`config.mk`:
```
export PLATFORM = sky130hd
export DESIGN_NAME = uart_cmd_comm_param
export DESIGN_NICKNAME = d
export VERILOG_FILES = /design/src/rtl/uart_cmd_comm_param.sv
export SDC_FILE = /design/constraint.sdc
export NUM_CORES = 1
export LEC_CHECK = 0
export CORE_ASPECT_RATIO = 1.25
export CORE_MARGIN = 10
export CORE_UTILIZATION = 51
export DETAILED_ROUTE_END_ITERATION = 10
export PLACE_DENSITY_LB_ADDON = 0.2
export SLEW_MARGIN = 20
export SYNTH_ARGS = -nofsm -noshare
export SYNTH_HDL_FRONTEND = slang
export SYNTH_SLANG_ARGS = --single-unit
export TNS_END_PERCENT = 20
```
`constraint.sdc`:
```
create_clock -name clk -period 4.3 [get_ports clk]
set_clock_uncertainty 0.2 [all_clocks]
set_input_delay 0.86 -clock clk [delete_from_list [all_inputs] [get_ports clk]]
set_output_delay 0.86 -clock clk [all_outputs]
set_load 0.005 [all_outputs]
```
`src/rtl/uart_cmd_comm_param.sv`:
```
// UART command/response channel: assembles NUM_CMD_BYTES serial bytes into one command word
// and serialises an NUM_RSP_BYTES response word, with timeout resync and error pulses.
module uart_cmd_comm_param #(
   parameter int unsigned CLK_DIV       = 2604,
   parameter int unsigned NUM_CMD_BYTES = 3,
   parameter int unsigned NUM_RSP_BYTES = 1,
   parameter int unsigned TIMEOUT_BAUDS = 16
) (
   input  logic                       clk,
   input  logic                       rst,
   input  logic                       RX,
   output logic                       TX,
   input  logic                       clr_cmd_rdy,
   output logic                       cmd_rdy,
   output logic [8*NUM_CMD_BYTES-1:0] cmd,
   input  logic                       snd_rsp,
   input  logic [8*NUM_RSP_BYTES-1:0] rsp,
   output logic                       tx_busy,
   output logic                       rsp_done,
   output logic                       frm_err,
   output logic                       ovr_err,
   output logic                       rx_resync
);

   localparam int unsigned CMD_W   = 8*NUM_CMD_BYTES;
   localparam int unsigned RSP_W   = 8*NUM_RSP_BYTES;
   localparam int unsigned HALF    = CLK_DIV/2;
   localparam int unsigned TO_CLKS = TIMEOUT_BAUDS*CLK_DIV;
   localparam int unsigned CNT_W   = $clog2(CLK_DIV);
   localparam int unsigned TO_W    = $clog2(TO_CLKS+1);
   localparam int unsigned CIDX_W  = $clog2(NUM_CMD_BYTES+1);
   localparam int unsigned RIDX_W  = $clog2(NUM_RSP_BYTES+1);

   typedef enum logic [1:0] {IDLE, START, DATA, STOP} state_t;

   logic              rx_s1, rx_s2, rx_prev;
   logic              rx_fall;
   state_t            rx_state;
   logic [CNT_W-1:0]  rx_cnt;
   logic [2:0]        rx_bit;
   logic [7:0]        rx_sr;
   logic [CIDX_W-1:0] rx_idx;
   logic [TO_W-1:0]   idle_cnt;
   logic [CMD_W-1:0]  shadow, shadow_nxt;

   // Sync flops reset low so a start needs the line to be seen high first.
   always_ff @(posedge clk or posedge rst) begin
      if (rst) begin
         rx_s1   <= 1'b0;
         rx_s2   <= 1'b0;
         rx_prev <= 1'b0;
      end else begin
         rx_s1   <= RX;
         rx_s2   <= rx_s1;
         rx_prev <= rx_s2;
      end
   end

   assign rx_fall = rx_prev & ~rx_s2;

   // Bytes shift in at the bottom, so after a full command the first byte sits in the MSBs.
   assign shadow_nxt = CMD_W'({shadow, rx_sr});

   always_ff @(posedge clk or posedge rst) begin
      if (rst) begin
         rx_state  <= IDLE;
         rx_cnt    <= '0;
         rx_bit    <= '0;
         rx_sr     <= '0;
         rx_idx    <= '0;
         idle_cnt  <= '0;
         shadow    <= '0;
         cmd       <= '0;
         cmd_rdy   <= 1'b0;
         frm_err   <= 1'b0;
         ovr_err   <= 1'b0;
         rx_resync <= 1'b0;
      end else begin
         frm_err   <= 1'b0;
         ovr_err   <= 1'b0;
         rx_resync <= 1'b0;
         if (clr_cmd_rdy) cmd_rdy <= 1'b0;
         case (rx_state)
            IDLE: begin
               if (rx_fall) begin
                  rx_state <= START;
                  rx_cnt   <= '0;
                  idle_cnt <= '0;
               end else if (rx_idx != '0) begin
                  if (idle_cnt == TO_W'(TO_CLKS-1)) begin
                     rx_idx    <= '0;
                     rx_resync <= 1'b1;
                     idle_cnt  <= '0;
                  end else begin
                     idle_cnt <= idle_cnt + 1'b1;
                  end
               end else begin
                  idle_cnt <= '0;
               end
            end
            START: begin
               if (rx_cnt == CNT_W'(HALF-1)) begin
                  rx_cnt   <= '0;
                  rx_bit   <= '0;
                  rx_state <= rx_s2 ? IDLE : DATA;
               end else begin
                  rx_cnt <= rx_cnt + 1'b1;
               end
            end
            DATA: begin
               if (rx_cnt == CNT_W'(CLK_DIV-1)) begin
                  rx_cnt <= '0;
                  rx_sr  <= {rx_s2, rx_sr[7:1]};
                  if (rx_bit == 3'd7) rx_state <= STOP;
                  else                rx_bit   <= rx_bit + 1'b1;
               end else begin
                  rx_cnt <= rx_cnt + 1'b1;
               end
            end
            STOP: begin
               if (rx_cnt == CNT_W'(CLK_DIV-1)) begin
                  rx_cnt   <= '0;
                  rx_state <= IDLE;
                  if (rx_s2) begin
                     shadow <= shadow_nxt;
                     if (rx_idx == CIDX_W'(NUM_CMD_BYTES-1)) begin
                        rx_idx <= '0;
                        // A completion overrides a same-cycle clear.
                        if (!cmd_rdy || clr_cmd_rdy) begin
                           cmd     <= shadow_nxt;
                           cmd_rdy <= 1'b1;
                        end else begin
                           ovr_err <= 1'b1;
                        end
                     end else begin
                        rx_idx <= rx_idx + 1'b1;
                     end
                  end else begin
                     frm_err <= 1'b1;
                     rx_idx  <= '0;
                  end
               end else begin
                  rx_cnt <= rx_cnt + 1'b1;
               end
            end
            default: rx_state <= IDLE;
         endcase
      end
   end

   state_t            tx_state;
   logic [CNT_W-1:0]  tx_cnt;
   logic [2:0]        tx_bit;
   logic [6:0]        tx_sh;
   logic [RSP_W-1:0]  tx_word;
   logic [RIDX_W-1:0] tx_idx;

   // The byte being sent is always the top byte of tx_word; later bytes shift up into place.
   always_ff @(posedge clk or posedge rst) begin
      if (rst) begin
         tx_state <= IDLE;
         tx_cnt   <= '0;
         tx_bit   <= '0;
         tx_sh    <= '0;
         tx_word  <= '0;
         tx_idx   <= '0;
         TX       <= 1'b1;
         tx_busy  <= 1'b0;
         rsp_done <= 1'b0;
      end else begin
         rsp_done <= 1'b0;
         case (tx_state)
            IDLE: begin
               if (snd_rsp) begin
                  tx_word  <= rsp;
                  tx_idx   <= '0;
                  tx_busy  <= 1'b1;
                  tx_cnt   <= '0;
                  TX       <= 1'b0;
                  tx_state <= START;
               end
            end
            START: begin
               if (tx_cnt == CNT_W'(CLK_DIV-1)) begin
                  tx_cnt   <= '0;
                  tx_bit   <= '0;
                  TX       <= tx_word[RSP_W-8];
                  tx_sh    <= tx_word[RSP_W-1:RSP_W-7];
                  tx_state <= DATA;
               end else begin
                  tx_cnt <= tx_cnt + 1'b1;
               end
            end
            DATA: begin
               if (tx_cnt == CNT_W'(CLK_DIV-1)) begin
                  tx_cnt <= '0;
                  if (tx_bit == 3'd7) begin
                     TX       <= 1'b1;
                     tx_state <= STOP;
                  end else begin
                     TX     <= tx_sh[0];
                     tx_sh  <= {1'b0, tx_sh[6:1]};
                     tx_bit <= tx_bit + 1'b1;
                  end
               end else begin
                  tx_cnt <= tx_cnt + 1'b1;
               end
            end
            STOP: begin
               if (tx_cnt == CNT_W'(CLK_DIV-1)) begin
                  tx_cnt <= '0;
                  if (tx_idx == RIDX_W'(NUM_RSP_BYTES-1)) begin
                     tx_busy  <= 1'b0;
                     rsp_done <= 1'b1;
                     tx_state <= IDLE;
                  end else begin
                     tx_idx   <= tx_idx + 1'b1;
                     tx_word  <= tx_word << 8;
                     TX       <= 1'b0;
                     tx_state <= START;
                  end
               end else begin
                  tx_cnt <= tx_cnt + 1'b1;
               end
            end
            default: tx_state <= IDLE;
         endcase
      end
   end

endmodule

```
* Word-level counts from Yosys, hierarchy flattened
Cells that the tools add are included.
** Storage, ports and cells
- Input bits :: 13
- Output and inout port bits :: 31
- Logic and storage cells :: 168
- Bits in registers :: 126
** Operators by class
- Equal/unequal tests :: 30
- Add/subtract/negate cells :: 7
- Bitwise operators :: 2
- Reduce and logical (&&, ||, !) cells :: 23
- Multiplexer cells :: 82
** Operators by type and width (count)
- 12-bit 2-to-1 mux :: 5
- 16-bit 2-to-1 mux :: 3
- 12-bit case mux with 3 select lines :: 1
- 2-bit 2-to-1 mux :: 17
- 2-bit != test, second input constant :: 17
- 1-bit 2-to-1 mux :: 33
- 5-bit AND reduction :: 5
- 12-bit by 1-bit adder with 12-bit output, second input constant :: 2
- 12-bit == test, second input constant :: 2
- 8-bit 2-to-1 mux :: 3
- 12-bit case mux with 2 select lines :: 1
- 7-bit 2-to-1 mux :: 3
- 3-bit 2-to-1 mux :: 6
- 16-bit by 1-bit adder with 16-bit output, second input constant :: 1
- 16-bit == test, second input constant :: 1
- 2-bit case mux with 4 select lines :: 2
- 8-bit case mux with 2 select lines :: 1
- 4-bit AND reduction :: 4
- 7-bit case mux with 2 select lines :: 1
- 12-bit by 11-bit == test with 1-bit output, second input constant :: 1
- 3-bit case mux with 2 select lines :: 2
- 2-bit == test, second input constant :: 5
- 2-bit nonzero test :: 5
- 3-bit by 1-bit adder with 3-bit output, second input constant :: 2
- other kinds (16) :: 21

* Depth between registers and ports, before layout
- Depth after elaboration :: 7
- Depth in mapped cells :: 7
- Mapped depth without buffers :: 6

* Worst setup path after synthesis
No wires, ideal clock.
- Path type :: register to register
- Start point :: reg tx_state[0]
- End point :: reg tx_sh[0]
- Data required time :: 3975 ps
- Period minus slack after synthesis :: 2219 ps
- Cell stages (with the launch flop) :: 7
- Data arrival time :: 1895 ps
- Setup time :: 125 ps
- Buffers on the path :: 1
- Slack :: 2081 ps
- Cells stage by stage :: dfrtp_1 > inv_1 > ha_1 > clkbuf_1 > nor2_1 > a2111oi_4 > mux2_2
** On the way
- Word-level cells in the longest chain between the ends :: 3
- Elaborated cells between the ends (all ways) :: 8
- Those cells by class :: eq/ne (5); mux (1); reduce/logical (2)
** RTL lines
- from (decl) :: line 151 : state_t tx_state;
- from (signal assigned) :: line 161 : tx_state <= IDLE;
- from (signal assigned) :: line 180 : tx_state <= START;
- from (signal assigned) :: line 189 : tx_state <= DATA;
- 2-bit == test / 2-bit by 1-bit == test with 1-bit output (equally long branches) :: line 172 : case (tx_state)
- 2-bit != test (no line) / 2-bit nonzero test (equally long branches)
- 4-bit AND reduction (no line)
- to (signal assigned) :: line 188 : tx_sh <= tx_word[RSP_W-1:RSP_W-7];
- to (signal assigned) :: line 202 : tx_sh <= {1'b0, tx_sh[6:1]};
- to (decl) :: line 154 : logic [6:0] tx_sh;
Several ways; a longest one is shown, not always the timed one.
A chain may end at the register's enable or synchronous reset.

* Worst setup path after layout
- Start point :: reg tx_state[0]
- End point :: reg tx_sh[5]
The elaborated chain is that of the path after synthesis.

==> metrics.yaml <==
outcome:
  run_status: "complete, no violations"
pwr:
  share_of_total_power_in_sequential_cells: 0.436
  power.switching_w: 0.0006652
  p_per_area_nw_per_um2: 392.6
  total_leakage_power_nw: 3.193
  sw_frac_of_total: 0.2381
  p_int_w: 0.002129
  power.share.combinational: 0.039
  peakVddDrop_uv: 247.7
  share_clk_of_total_power: 0.525
synth:
  syn_std_cell_area_sq_um: 5947
  ys_warn_count: 0
  synth_edf_count: 0
  synthDistinctLibCells: 65
  avgSynthCellArea_sq_um: 11.48
  postSynth.asyncResetShare: 1.000
  synth_sequential_area_ratio: 0.5262
  synth_ff_type: "sky130_fd_sc_hd__dfrtp_1"
  register_bit_count_reported_by_yosys: 125
  netlist_instances: 518
  syn-num-nets: 544
timing:
  tns_ns: 0
  achievable-frequency_mhz: 375.4
  final_period_minus_worst_setup_slack_ns: 2.664
  postLayoutSetupSlackWorst_ns: 1.636
  timing.final.hold_violations: 0
  whs_ns: 0.1613
  worst_relative_slew_slack: 0.2233
  rsz_0062_raised_after_global_routing: "no"
  final-max-slew-violation-count: 0
  setup_viol: 0
  worst-slew-pin-transition_ns: 1.160
  timing.final.crit_share: 0.6196
critical_path:
  worst_path_max_delay_cell: "sky130_fd_sc_hd__ha_1"
  worst_path_dominant_cell_family: "adder cells"
  worst_path_max_fanout: 17
  timing.critical_path.cells: "inv_1, ha_1, nor2_1, a2111oi_4, mux2_2"
  timing.critical_path.buf_inv: 1
  critical-path-max-stage-delay_ns: 0.62
  timing_worst_setup_path_type: "flip-flop to flip-flop"
  critical_path.startpoint_type: "flip-flop"
  critPathCaptureType: "flip-flop"
  crit_required_ns: 4.40
  cp.arrival_ns: 2.76
floorplanning:
  floorplan.rows: 44
  die_width_um: 116.6
  floorplan.initialDensity: 0.5169
  io_pins: 44
  die-area_sq_um: 16410
  design.core.area_sq_um: 11510
  floorplan.die.height_um: 140.7
final_layout:
  final_core_util: 0.6185
  antenna_cells: 0
  number_of_nets_in_the_final_layout: 589
  layout.filler_cells: 923
  drive_gt1_frac: 0.1840
  area.growth.synth_to_final_pct: 19.67
drt:
  vias_per_cell: 5.933
  detail_route.wl_per_cell_um: 17.41
  drt-pass1-iter-count: 5
  route.detailed.drc: 0
  postRouteWirelength_um: 12430
  num_vias: 4236
  first_iter_violations: 263
  routed_antenna_nets: 0
placement:
  gp_congestion: 0.8158
  dp.final_hpwl_um: 8320
  io_buffers: 43
  dp_worst_setup_slack_ns: 1.493
grt:
  grt_pass1_vias: 4318
  grt_pass1_wl_um: 21380
  grt_start_max_net_pins: 58
  grt_util_all_layers: 0.1603
  globalRoute.totalOverflow: 0
  initial_antenna_violation_count: 0
cts:
  tritoncts: "yes"
  cts_resized: 0
  tritoncts_num_sinks: 125
  htreeDepth: 4
  worst_skew_pair.late_latency_ns: 0.42
  cts-hold-fix-buffers: 0
  clkTransAtPathRegs_ns: 0.06
  tritoncts.num_buffers: 17
  cts.path.max_buffers: 2
  post_cts_buffers: 0
  cts-root-buf: "sky130_fd_sc_hd__clkbuf_16"
worst_hold_path:
  worstHoldPathType: "flip-flop to flip-flop"
job:
  cap_viol_max_count: 0
## metal layers
metal | share of wire | track usage | up-vias
met3 | 0.054 | 0.05265 | 12
met1 | 0.42 | 0.1939 | 2128
met4 | 0.014 | 0.05737 | 0
met2 | 0.51 | 0.2598 | 96
met5 | 0 | 0 | -
li1 | - | - | 2000
## cell usage in the layout, fill, tap and decap left out, types with 8 or more instances in the layout
| cell | n |
|---|---|
| sky130_fd_sc_hd__a21oi_1 | 8 |
| sky130_fd_sc_hd__clkbuf_16 | 17 |
| sky130_fd_sc_hd__clkdlybuf4s50_1 | 43 |
| sky130_fd_sc_hd__dfrtp_1 | 124 |
| sky130_fd_sc_hd__ha_1 | 13 |
| sky130_fd_sc_hd__inv_1 | 16 |
| sky130_fd_sc_hd__mux2_1 | 11 |
| sky130_fd_sc_hd__mux2_2 | 59 |
| sky130_fd_sc_hd__nand2_1 | 41 |
| sky130_fd_sc_hd__nand3_1 | 15 |
| sky130_fd_sc_hd__nand4_1 | 14 |
| sky130_fd_sc_hd__nor2_1 | 26 |
| sky130_fd_sc_hd__nor3_1 | 8 |
| sky130_fd_sc_hd__o21ai_0 | 23 |
| sky130_fd_sc_hd__o22ai_1 | 8 |
| sky130_fd_sc_hd__o31ai_1 | 10 |
| sky130_fd_sc_hd__xnor2_1 | 8 |
## state kept, by name (all words and copies together) (netlist names), 2 cells and up, named ones only
signal    flops
rx_cnt       12
cmd          24
tx_bit        3
tx_sh         7
tx_word       8
idle_cnt     16
tx_state      2
shadow       16
rx_sr         8
rx_idx        2
rx_bit        3
tx_cnt       12
## synth_stat cells (5+ instances only)
library cell	count	share of area
sky130_fd_sc_hd__inv_1	17	0.011
sky130_fd_sc_hd__ha_1	13	0.027
sky130_fd_sc_hd__xor2_1	7	0.010
sky130_fd_sc_hd__o211ai_1	7	0.0088
sky130_fd_sc_hd__nand4_1	14	0.015
sky130_fd_sc_hd__clkbuf_1	13	0.0082
sky130_fd_sc_hd__nor4bb_1	5	0.0084
sky130_fd_sc_hd__nand2_1	41	0.026
sky130_fd_sc_hd__o21ai_0	23	0.019
sky130_fd_sc_hd__a22oi_1	7	0.0088
sky130_fd_sc_hd__o31ai_1	10	0.013
sky130_fd_sc_hd__mux2_2	59	0.11
sky130_fd_sc_hd__or3_1	7	0.0074
sky130_fd_sc_hd__dfrtp_1	124	0.52
sky130_fd_sc_hd__and3_1	7	0.0074
sky130_fd_sc_hd__mux2_1	11	0.021
sky130_fd_sc_hd__nor3_1	8	0.0067
sky130_fd_sc_hd__nor2_1	26	0.016
sky130_fd_sc_hd__buf_2	6	0.0050
sky130_fd_sc_hd__nor2b_1	5	0.0053
sky130_fd_sc_hd__nor4_1	7	0.0074
sky130_fd_sc_hd__nand3_1	15	0.013
sky130_fd_sc_hd__a21oi_1	8	0.0067
sky130_fd_sc_hd__o22ai_1	8	0.0084
sky130_fd_sc_hd__xnor2_1	8	0.012
## stage by stage
stage / area [sq um] / instances / total power [W]
floorplan: 5951 / 518 / 0.001314
global route: 7117 / 714 / 0.002900
CTS: 7117 / 714 / 0.002824
detailed placement: 6506 / 682 / 0.001351
finish: 7117 / 714 / 0.002794
global placement: 6506 / 682 / 0.001346
## power by group through the flow
stage / Sequential, W / Clock, W / Combinational [W]
6_report: 0.00122 / 0.00147 / 0.000108
2_1_floorplan: 0.00122 / 0 / 0.0000901
3_5_place_dp: 0.00124 / 0 / 0.000111
3_3_place_gp: 0.00124 / 0 / 0.000107
4_1_cts: 0.00122 / 0.00149 / 0.000112
5_1_grt: 0.00122 / 0.00155 / 0.000124
## path summary, 6_finish.rpt
check                       endpoint  depth (start not counted)  slack (ns)   startpoint
max                         tx_sh[5]                          5        1.64  tx_state[0]
min                            rx_s2                          0        0.16        rx_s1
max reg2reg                 tx_sh[5]                          5        1.64  tx_state[0]
min reg2reg                    rx_s2                          0        0.16        rx_s1
max in group asynchronous    cmd[11]                          3        2.25          rst
min in group asynchronous  tx_cnt[1]                          2        0.74          rst
## kinds of logic after synthesis
group / count (synthesis) / share of synthesized area
DFF: 125 / 0.5262
muxes: 71 / 0.1342
AOI/OAI and AO/OA: 86 / 0.1006
and+or+nand+nor: 169 / 0.1624
adders and majority gates: 13 / 0.02735
buffers and inverters: 39 / 0.02714
xor gates and xnor gates: 15 / 0.02209
## area by class of cell
cell class,count,area [sq um],share of cell area
sequential,125,3129,0.4397
multi-input combinational,354,2656,0.3732
clock buffer,18,439.2,0.06171
tap,138,172.7,0.02426
timing repair buffer,48,480.5,0.06751
clock inverter,14,171.4,0.02409
inverter,17,67.56,0.009494
Power figures use the tool's default switching activity.
